===== src/rtl/hazard_ctrl.sv =====
//==============================================================================
// Module   : hazard_ctrl
// Purpose  : EX-stage pipeline hazard controller. Generates ALU operand
//            forwarding selects, detects load-use hazards (stall + bubble),
//            sequences multi-cycle MUL by freezing the front end, and
//            flushes wrong-path instructions after a taken branch.
// Ports    : clk, reset            - clock, synchronous active-high reset
//            id_*/ex_*/dm_*/wb_*   - pipeline register addresses and controls
//            branch_taken          - registered taken-branch pulse from EX
//            forward_a/forward_b   - operand selects (00 RF, 01 EX/DM, 10 DM/WB)
//            stall_flag            - freeze PC, IF/ID and ID/EX
//            flush_if/flush_id     - zero IF/ID, bubble ID/EX
//            mul_busy/mul_result_valid - MUL occupancy / final-result strobe
//            stall_count/flush_count   - saturating performance counters
// Revision : 1.0 - initial release
//==============================================================================
`default_nettype none

module hazard_ctrl #(
    parameter int MUL_LAT   = 3,    // cycles a MUL occupies EX, 1..16
    parameter int FLUSH_CYC = 2     // flush cycles per taken branch, 1..4
) (
    input  logic        clk,
    input  logic        reset,
    input  logic [4:0]  id_rs_addr,
    input  logic [4:0]  id_rt_addr,
    input  logic [4:0]  ex_rs_addr,
    input  logic [4:0]  ex_rt_addr,
    input  logic [4:0]  ex_rd_addr,
    input  logic        ex_valid,
    input  logic        ex_mem_read,
    input  logic        ex_is_mul,
    input  logic [4:0]  dm_rd_addr,
    input  logic        dm_reg_write,
    input  logic [4:0]  wb_rd_addr,
    input  logic        wb_reg_write,
    input  logic        branch_taken,
    output logic [1:0]  forward_a,
    output logic [1:0]  forward_b,
    output logic        stall_flag,
    output logic        flush_if,
    output logic        flush_id,
    output logic        mul_busy,
    output logic        mul_result_valid,
    output logic [15:0] stall_count,
    output logic [15:0] flush_count
);

    // FSM encoding
    localparam logic [1:0] c_IDLE     = 2'd0;
    localparam logic [1:0] c_MUL_BUSY = 2'd1;
    localparam logic [1:0] c_FLUSH    = 2'd2;

    // The cycle that starts a MUL or a flush is the first of its run, so the
    // down-counter is loaded with length-2 and the final cycle sees cnt==0.
    localparam logic [3:0] c_MUL_RELOAD   = 4'((MUL_LAT > 1) ? (MUL_LAT - 2) : 0);
    localparam logic [3:0] c_FLUSH_RELOAD = 4'((FLUSH_CYC > 1) ? (FLUSH_CYC - 2) : 0);
    // A single-cycle flush is fully covered by the branch cycle itself.
    localparam logic [1:0] c_FLUSH_NEXT   = (FLUSH_CYC > 1) ? c_FLUSH : c_IDLE;
    localparam logic       c_MUL_MULTI    = (MUL_LAT > 1);

    localparam logic [15:0] c_CNT_MAX = 16'hFFFF;

    logic [1:0]  state_q, state_d;
    logic [3:0]  cnt_q, cnt_d;
    logic [15:0] stall_cnt_q, stall_cnt_d;
    logic [15:0] flush_cnt_q, flush_cnt_d;

    logic [1:0]  w_fwd_a;
    logic [1:0]  w_fwd_b;
    logic        w_load_use;
    logic        w_mul_start;
    logic        w_mul_single;
    logic        w_stall;
    logic        w_flush_if;
    logic        w_flush_id;
    logic        w_mul_busy;
    logic        w_mul_valid;

    // DM result is younger than WB, so it wins; r0 is hard-wired zero.
    function automatic logic [1:0] fwd_sel(
        input logic [4:0] src,
        input logic       dm_we,
        input logic [4:0] dm_rd,
        input logic       wb_we,
        input logic [4:0] wb_rd
    );
        if (dm_we && (dm_rd != 5'd0) && (dm_rd == src)) begin
            return 2'b01;
        end else if (wb_we && (wb_rd != 5'd0) && (wb_rd == src)) begin
            return 2'b10;
        end
        return 2'b00;
    endfunction

    assign w_fwd_a = fwd_sel(ex_rs_addr, dm_reg_write, dm_rd_addr,
                             wb_reg_write, wb_rd_addr);
    assign w_fwd_b = fwd_sel(ex_rt_addr, dm_reg_write, dm_rd_addr,
                             wb_reg_write, wb_rd_addr);

    assign w_load_use   = ex_valid && ex_mem_read && (ex_rd_addr != 5'd0) &&
                          ((ex_rd_addr == id_rs_addr) || (ex_rd_addr == id_rt_addr));
    assign w_mul_start  = ex_valid && ex_is_mul && c_MUL_MULTI;
    assign w_mul_single = ex_valid && ex_is_mul && !c_MUL_MULTI;

    // Next-state and per-cycle control; priority branch > mul > load-use.
    always_comb begin
        state_d     = state_q;
        cnt_d       = cnt_q;
        w_stall     = 1'b0;
        w_flush_if  = 1'b0;
        w_flush_id  = 1'b0;
        w_mul_busy  = 1'b0;
        w_mul_valid = 1'b0;

        case (state_q)
            c_IDLE: begin
                if (branch_taken) begin
                    w_flush_if = 1'b1;
                    w_flush_id = 1'b1;
                    state_d    = c_FLUSH_NEXT;
                    cnt_d      = c_FLUSH_RELOAD;
                end else if (w_mul_start) begin
                    w_stall    = 1'b1;
                    w_mul_busy = 1'b1;
                    state_d    = c_MUL_BUSY;
                    cnt_d      = c_MUL_RELOAD;
                end else if (w_load_use) begin
                    // The load moves on next cycle, so one bubble suffices.
                    w_stall    = 1'b1;
                    w_flush_id = 1'b1;
                end else if (w_mul_single) begin
                    w_mul_valid = 1'b1;
                end
            end

            c_MUL_BUSY: begin
                if (branch_taken) begin
                    // The MUL is on the wrong path: drop it and flush.
                    w_flush_if = 1'b1;
                    w_flush_id = 1'b1;
                    state_d    = c_FLUSH_NEXT;
                    cnt_d      = c_FLUSH_RELOAD;
                end else begin
                    w_mul_busy = 1'b1;
                    w_stall    = (cnt_q != 4'd0);
                    if (cnt_q == 4'd0) begin
                        w_mul_valid = 1'b1;
                        state_d     = c_IDLE;
                    end else begin
                        cnt_d = cnt_q - 4'd1;
                    end
                end
            end

            c_FLUSH: begin
                w_flush_if = 1'b1;
                w_flush_id = 1'b1;
                if (branch_taken) begin
                    cnt_d = c_FLUSH_RELOAD;
                end else if (cnt_q == 4'd0) begin
                    state_d = c_IDLE;
                end else begin
                    cnt_d = cnt_q - 4'd1;
                end
            end

            default: begin
                state_d = c_IDLE;
                cnt_d   = 4'd0;
            end
        endcase
    end

    // Every accepted taken branch counts, whatever state it arrives in.
    assign stall_cnt_d = (w_stall && (stall_cnt_q != c_CNT_MAX)) ?
                         stall_cnt_q + 16'd1 : stall_cnt_q;
    assign flush_cnt_d = (branch_taken && (flush_cnt_q != c_CNT_MAX)) ?
                         flush_cnt_q + 16'd1 : flush_cnt_q;

    always_ff @(posedge clk) begin
        if (reset) begin
            state_q     <= c_IDLE;
            cnt_q       <= 4'd0;
            stall_cnt_q <= 16'd0;
            flush_cnt_q <= 16'd0;
        end else begin
            state_q     <= state_d;
            cnt_q       <= cnt_d;
            stall_cnt_q <= stall_cnt_d;
            flush_cnt_q <= flush_cnt_d;
        end
    end

    // All outputs are forced low while reset is held, counters included.
    assign forward_a        = reset ? 2'b00 : w_fwd_a;
    assign forward_b        = reset ? 2'b00 : w_fwd_b;
    assign stall_flag       = !reset && w_stall;
    assign flush_if         = !reset && w_flush_if;
    assign flush_id         = !reset && w_flush_id;
    assign mul_busy         = !reset && w_mul_busy;
    assign mul_result_valid = !reset && w_mul_valid;
    assign stall_count      = reset ? 16'd0 : stall_cnt_q;
    assign flush_count      = reset ? 16'd0 : flush_cnt_q;

endmodule

`default_nettype wire

===== config.mk =====
export PLATFORM = sky130hd
export DESIGN_NAME = hazard_ctrl
export DESIGN_NICKNAME = d
export VERILOG_FILES = /design/src/rtl/hazard_ctrl.sv
export SDC_FILE = /design/constraint.sdc
export NUM_CORES = 1
export LEC_CHECK = 0
export ABC_AREA = 1
export CORE_ASPECT_RATIO = 1.4
export CORE_MARGIN = 3
export CORE_UTILIZATION = 44
export CTS_CLUSTER_DIAMETER = 60
export DETAILED_ROUTE_END_ITERATION = 6
export PLACE_DENSITY = 0.78
export SETUP_SLACK_MARGIN = 0.2
export SYNTH_ARGS = -nofsm -noshare
export SYNTH_HDL_FRONTEND = slang
export SYNTH_SLANG_ARGS = --single-unit

===== constraint.sdc =====
create_clock -name clk -period 1.6 [get_ports clk]
set_clock_uncertainty 0.1 [all_clocks]
set_input_delay 0.24 -clock clk [delete_from_list [all_inputs] [get_ports clk]]
set_output_delay 0.24 -clock clk [all_outputs]
set_load 0.01 [all_outputs]

==> After elaboration in Yosys (flattened, before gate mapping) <==
Cells that the tools add are included.
{ "word_totals": {"in_bits": 43, "output_inout_bits": 41, "reg_bits": 38} }
{ "op_classes": {"n_addsub": 3, "mux": 42, "reduce_logical": 29, "n_eq_ne": 13} }
{ "op_table": {"columns": ["cell", "count"], "rows": [
  ["16-bit by 1-bit adder with 16-bit output (second input constant)", 2],
  ["16-bit 2-to-1 mux", 2],
  ["16-bit != test (second input constant)", 2],
  ["5-bit equality test", 6],
  ["2-bit 2-to-1 mux", 13],
  ["1-bit logical AND", 17],
  ["1-bit 2-to-1 mux", 17],
  ["4-bit 2-to-1 mux", 4],
  ["5-bit nonzero test", 3],
  ["4-bit case mux with 2 select lines", 1],
  ["3-bit != test (second input constant)", 2],
  ["1-bit case mux with 2 select lines", 3],
  ["2-bit case mux with 3 select lines", 1],
  ["4-bit zero test", 1],
  ["2-bit AND reduction", 2],
  ["4-bit nonzero test", 1],
  ["2-bit OR reduction", 2],
  ["4-bit by 1-bit subtractor with 4-bit output (second input constant)", 1],
  ["1-bit case mux with 3 select lines", 1],
  ["2-bit by 1-bit equality test with 1-bit output (second input constant)", 1],
  ["2-bit equality test (second input constant)", 1],
  ["2-bit zero test", 1],
  ["2-bit != test (second input constant)", 1],
  ["1-bit zero test", 1],
  ["1-bit logical OR", 1]
]} }

==> Depth between registers and ports, before layout <==
{ "logic_depth": {"depth_word": 8, "depth_mapped": 12, "depth_no_buf": 12} }

==> Worst setup path before layout <==
No wires, ideal clock.
{ "synth_timing": {"path_type": "register to register", "from": "reg stall_cnt_q[0]", "to": "reg stall_cnt_q[10]", "path_slack_ps": -168, "arrival_ps": 1528, "path_buffers": 1, "path_stages_with_launch": 10, "required_ps": 1360, "setup_ps": 140, "synth_period_minus_slack_ps": 1768, "cell_sequence": "dfxtp_1 -> ha_1 -> nand2_2 -> nor3_4 -> nand2_2 -> clkinv_2 -> nand4_4 -> buf_2 -> nand3_1 -> a21oi_2"} }
{ "synth_between": {"elab_chain_len": 2, "word_cells_on_any_way": 3, "cone_classes": "add/sub (1); eq/ne (1); reduce/logical (1)"} }
{ "synth_rtl": {"columns": ["element", "line", "rtl"], "rows": [
  ["from (decl)", "66", "logic [15:0] stall_cnt_q, stall_cnt_d;"],
  ["from (signal assigned)", "190", "stall_cnt_q <= stall_cnt_d;"],
  ["parallel branches: the longest is 2 deep, another holds 16-bit by 1-bit adder with 16-bit output", null, null]
]} }
Parallel ways; which one is timed is not known.
A chain may end at the register's enable or synchronous reset.

==> Final worst setup path <==
{ "layout_timing": {"from": "reg state_q[0]", "to": "out flush_id"} }
{ "layout_between": {"elab_chain_len": 3, "word_cells_on_any_way": 5, "cone_classes": "eq/ne (2); mux (1); reduce/logical (2)"} }
{ "layout_rtl": {"columns": ["element", "line", "rtl"], "rows": [
  ["from (decl)", "64", "logic [1:0] state_q, state_d;"],
  ["from (signal assigned)", "183", "state_q <= c_IDLE;"],
  ["from (signal assigned)", "188", "state_q <= state_d;"],
  ["2-bit equality test (tied with other cells)", "116", "case (state_q)"],
  ["1-bit case mux with 3 select lines *", "116", null],
  ["1-bit logical AND *", "200", "assign flush_id = !reset && w_flush_id;"],
  ["to (decl)", "42", "output logic flush_id,"]
]} }
Every way passes the cells marked *; elsewhere a longest branch is shown, timed or not.

==> flow_summary_export.csv <==
group,metric,value,unit
status,status,"complete, but fails checks",
status,failed_checks,"negative setup slack",
power_and_ir_drop,peakVddDrop,0.000380,V
worst_setup_path,cp_max_fo,4,
route,top_layer_used,"met4",
route,met2WireLength,6930,um
route,drt_first_pass_iters,5,
floorplan,dieArea,7770,um^2
logic_synthesis,synth_edf_count,0,
final_layout,drive_above_1_share,0.588,
floorplan,die_y,103,um
global_routing,gr-total-overflow,0,
logic_synthesis,syn_inst,469,
clock_network,postCtsHoldBufs,0,
floorplan,initial_utilization,0.465,
clock_network,htreeDepth,2,
place,routabilityCongestion,0.867,
route,drc,0,
floorplan,rows,34,
worst_setup_path,worstPathCellList,"inv_4 > ha_4 > o21ai_1 > a31oi_2 > buf_2",
timing,setup_viol,46,
timing,drv_slew,0,
logic_synthesis,mappedNetlistArea,2960,um^2
job,drv_cap,0,
timing,holdWs,279,ps
timing,setup_ws,-259,ps
timing,fin_crit,1860,ps
global_routing,grt_pass1_wl,17100,um
logic_synthesis,yosysTopAreaCellShare,0.257,
timing,rsz0062_at_grt,"yes",
worst_setup_path,crit_buf_inv,2,
worst_hold_path,hold_class,"primary input to register",
floorplan,coreArea,6380,um^2
clock_network,clk_pin_slew_worst_paths,80,ps
logic_synthesis,yosysMostFrequentCell,"nand2_1",
final_layout,area_delta_synth_final,84.0,%
timing,hold_viol_final,0,
logic_synthesis,ys_ff_latch,38,
timing,worst_pin_slew,385,ps
route,avgViaCountPerCell,5.66,
route,wl_met1,4830,um
logic_synthesis,syn_nets,520,
route,ant_nets,0,
logic_synthesis,synth_cell_types,37,
final_layout,n_antenna_cell,0,
floorplan,die_w,75.4,um
worst_setup_path,worstPathArrival,1520,ps
clock_network,root_buffer,"clkbuf_8",
logic_synthesis,synthTopCellsByCount,"99 x nand2_1, 67 x nor2_1, 63 x inv_1",
global_routing,grt_max_degree,17,
worst_setup_path,cp_slowest_stage_delay,410,ps
power_and_ir_drop,p_per_area,542,nW/um^2
route,drtIter0Drc,283,
power_and_ir_drop,p_leak,0.00243,uW
logic_synthesis,yosys.area.top_type,"dfxtp_1",
clock_network,numCtsBuffers,5,
clock_network,cts_max_path_buffers,2,
worst_setup_path,critPathKind,"register to output pin",
worst_setup_path,timing.critical_path.to_type,"output pin",
clock_network,clkLatencyLatePin,300,ps
route,wl_met3,875,um
logic_synthesis,avgSynthCellArea,6.32,um^2
worst_setup_path,cp-start-kind,"register",
global_routing,grt_pass1_vias,3878,
place,port_buffers,83,
clock_network,cts_tree,"yes",
global_routing,antenna_found_initial,0,
timing,fmax,0.538,GHz
logic_synthesis,yosysWarnings,0,
timing,relSlewSlack,0.741,
worst_setup_path,required,1260,ps
final_layout,nNetsFinal,695,
timing,finalCritPeriodShare,1.16,
logic_synthesis,synthTopCellsByArea,"dfxtp_1 26%, nand2_1 13%, xor2_1 9.8%",
clock_network,clock_sinks,38,
worst_setup_path,crit_family,"compound AO/OA/AOI/OAI gates",
logic_synthesis,synthFlopType,"dfxtp_1",
logic_synthesis,synthArstFlopShare,0,
global_routing,gr-usage-all-layers,0.278,
power_and_ir_drop,power,2960,uW
worst_setup_path,cp_slowest_cell,"dfxtp_4",
route,drt-total-wl,13200,um
floorplan,ioPinCount,84,
logic_synthesis,ys_seq_area_frac,0.257,
route,num_vias,4057,
place,dpl.hpwl,6590,um
route,avgRoutedWirePerCell,18.4,um
-- cells in the final DEF, fill, tap and decap left out, types with 4 or more instances in the layout --
cell type      count
nand2_4           13
nand2_1           65
xnor2_2            4
nor2_4             5
xor2_2             8
or2_4              4
o21ai_1            6
buf_4             69
xor2_1            25
inv_1             41
nor3_2             8
nand2_2           24
clkbuf_8           6
buf_6             33
nor2_1            55
nor2_2             7
nor3_1            10
clkbuf_2          12
dfxtp_2           23
dlygate4sd2_1     14
o21ai_2            5
inv_2             23
nor3_4             5
nand4_1            6
nand3_2           14
buf_2             37
o21ai_4            4
a21oi_1           10
dfxtp_1            7
dfxtp_4            8
nand3_4            4
ha_4               5
inv_4              4
nand3_1           12
a21oi_2           22
-- sequential cells by signal, summed over array words and instances, names as in the netlist --
signal	cells
stall_cnt_q	16
state_q	2
flush_cnt_q	16
cnt_q	4
-- worst paths after layout --
kind | startpoint | end | slack, ps | depth (start not counted)
setup / recovery | state_q[0] | flush_id | -260 | 5
hold / removal | reset | stall_cnt_q[13] | 280 | 3
setup reg to reg | stall_cnt_q[1] | stall_cnt_q[10] | -200 | 9
hold reg to reg | stall_cnt_q[13] | stall_cnt_q[13] | 380 | 2
-- routing by layer --
layer | up-vias | global-route usage
li1 | 1843 | -
met1 | 1936 | 0.303
met2 | 215 | 0.525
met3 | 63 | 0.0439
met4 | 0 | 0.0996
met5 | - | 0
-- metrics by stage --
step | std cells | TNS [ps] | area [um^2] | setup WS (ps) | utilization
after floorplan | 469 | -701 | 3080 | -75.2 | -
after global placement | 671 | -14490 | 4390 | -837 | 0.688
after detailed placement | 671 | -15100 | 4390 | -883 | 0.688
after CTS | 705 | -1790 | 5130 | -123 | 0.804
after global routing | 717 | -8510 | 5450 | -328 | 0.855
final | 717 | -5860 | 5450 | -259 | 0.855
-- cell families (layout without fill, tap and decap cells) --
kind of cell,Yosys count,after routing,share of synthesized area
fa+ha+maj,8,8,0.0338
xor+xnor,40,40,0.118
compound gates,56,56,0.113
simple gates,243,244,0.368
flops,38,38,0.257
buf+inv,84,259,0.111
-- final cells by class --
cell class	count	area [um^2]
clock buffer	7	86.3
sequential	38	820
timing repair buffer	180	1450
multi-input combinational	348	2710
clock inverter	1	5.00
inverter	71	294
fill	348	927
tap	72	90.1
-- worst reg2reg max path, stage by stage (launching register included) --
cell     delay, ps
dfxtp_2        360
ha_4           160
nand2_4         70
nor3_4         210
nand2_2        110
inv_4           80
nand4_4        210
nand2_4        230
nand2_2         80
a21oi_2        140
-- power breakdown --
| part | leakage, uW | internal, uW | switching [uW] |
|---|---|---|---|
| clock network | 0.0000482 | 348 | 362 |
| logic | 0.00205 | 589 | 646 |
| registers | 0.000325 | 973 | 39.2 |
| total | 0.00243 | 1910 | 1050 |
-- timing repair --
action | CTS | global route
pin swaps | 65 | 49
buffers inserted | 24 | 11
endpoints found under the hold margin | 0 | 0
gates resized for setup | 392 | 139
gates cloned | 2 | 1
setup endpoints to repair | 79 | 78
Note: power is estimated with default switching activity, not from simulation.
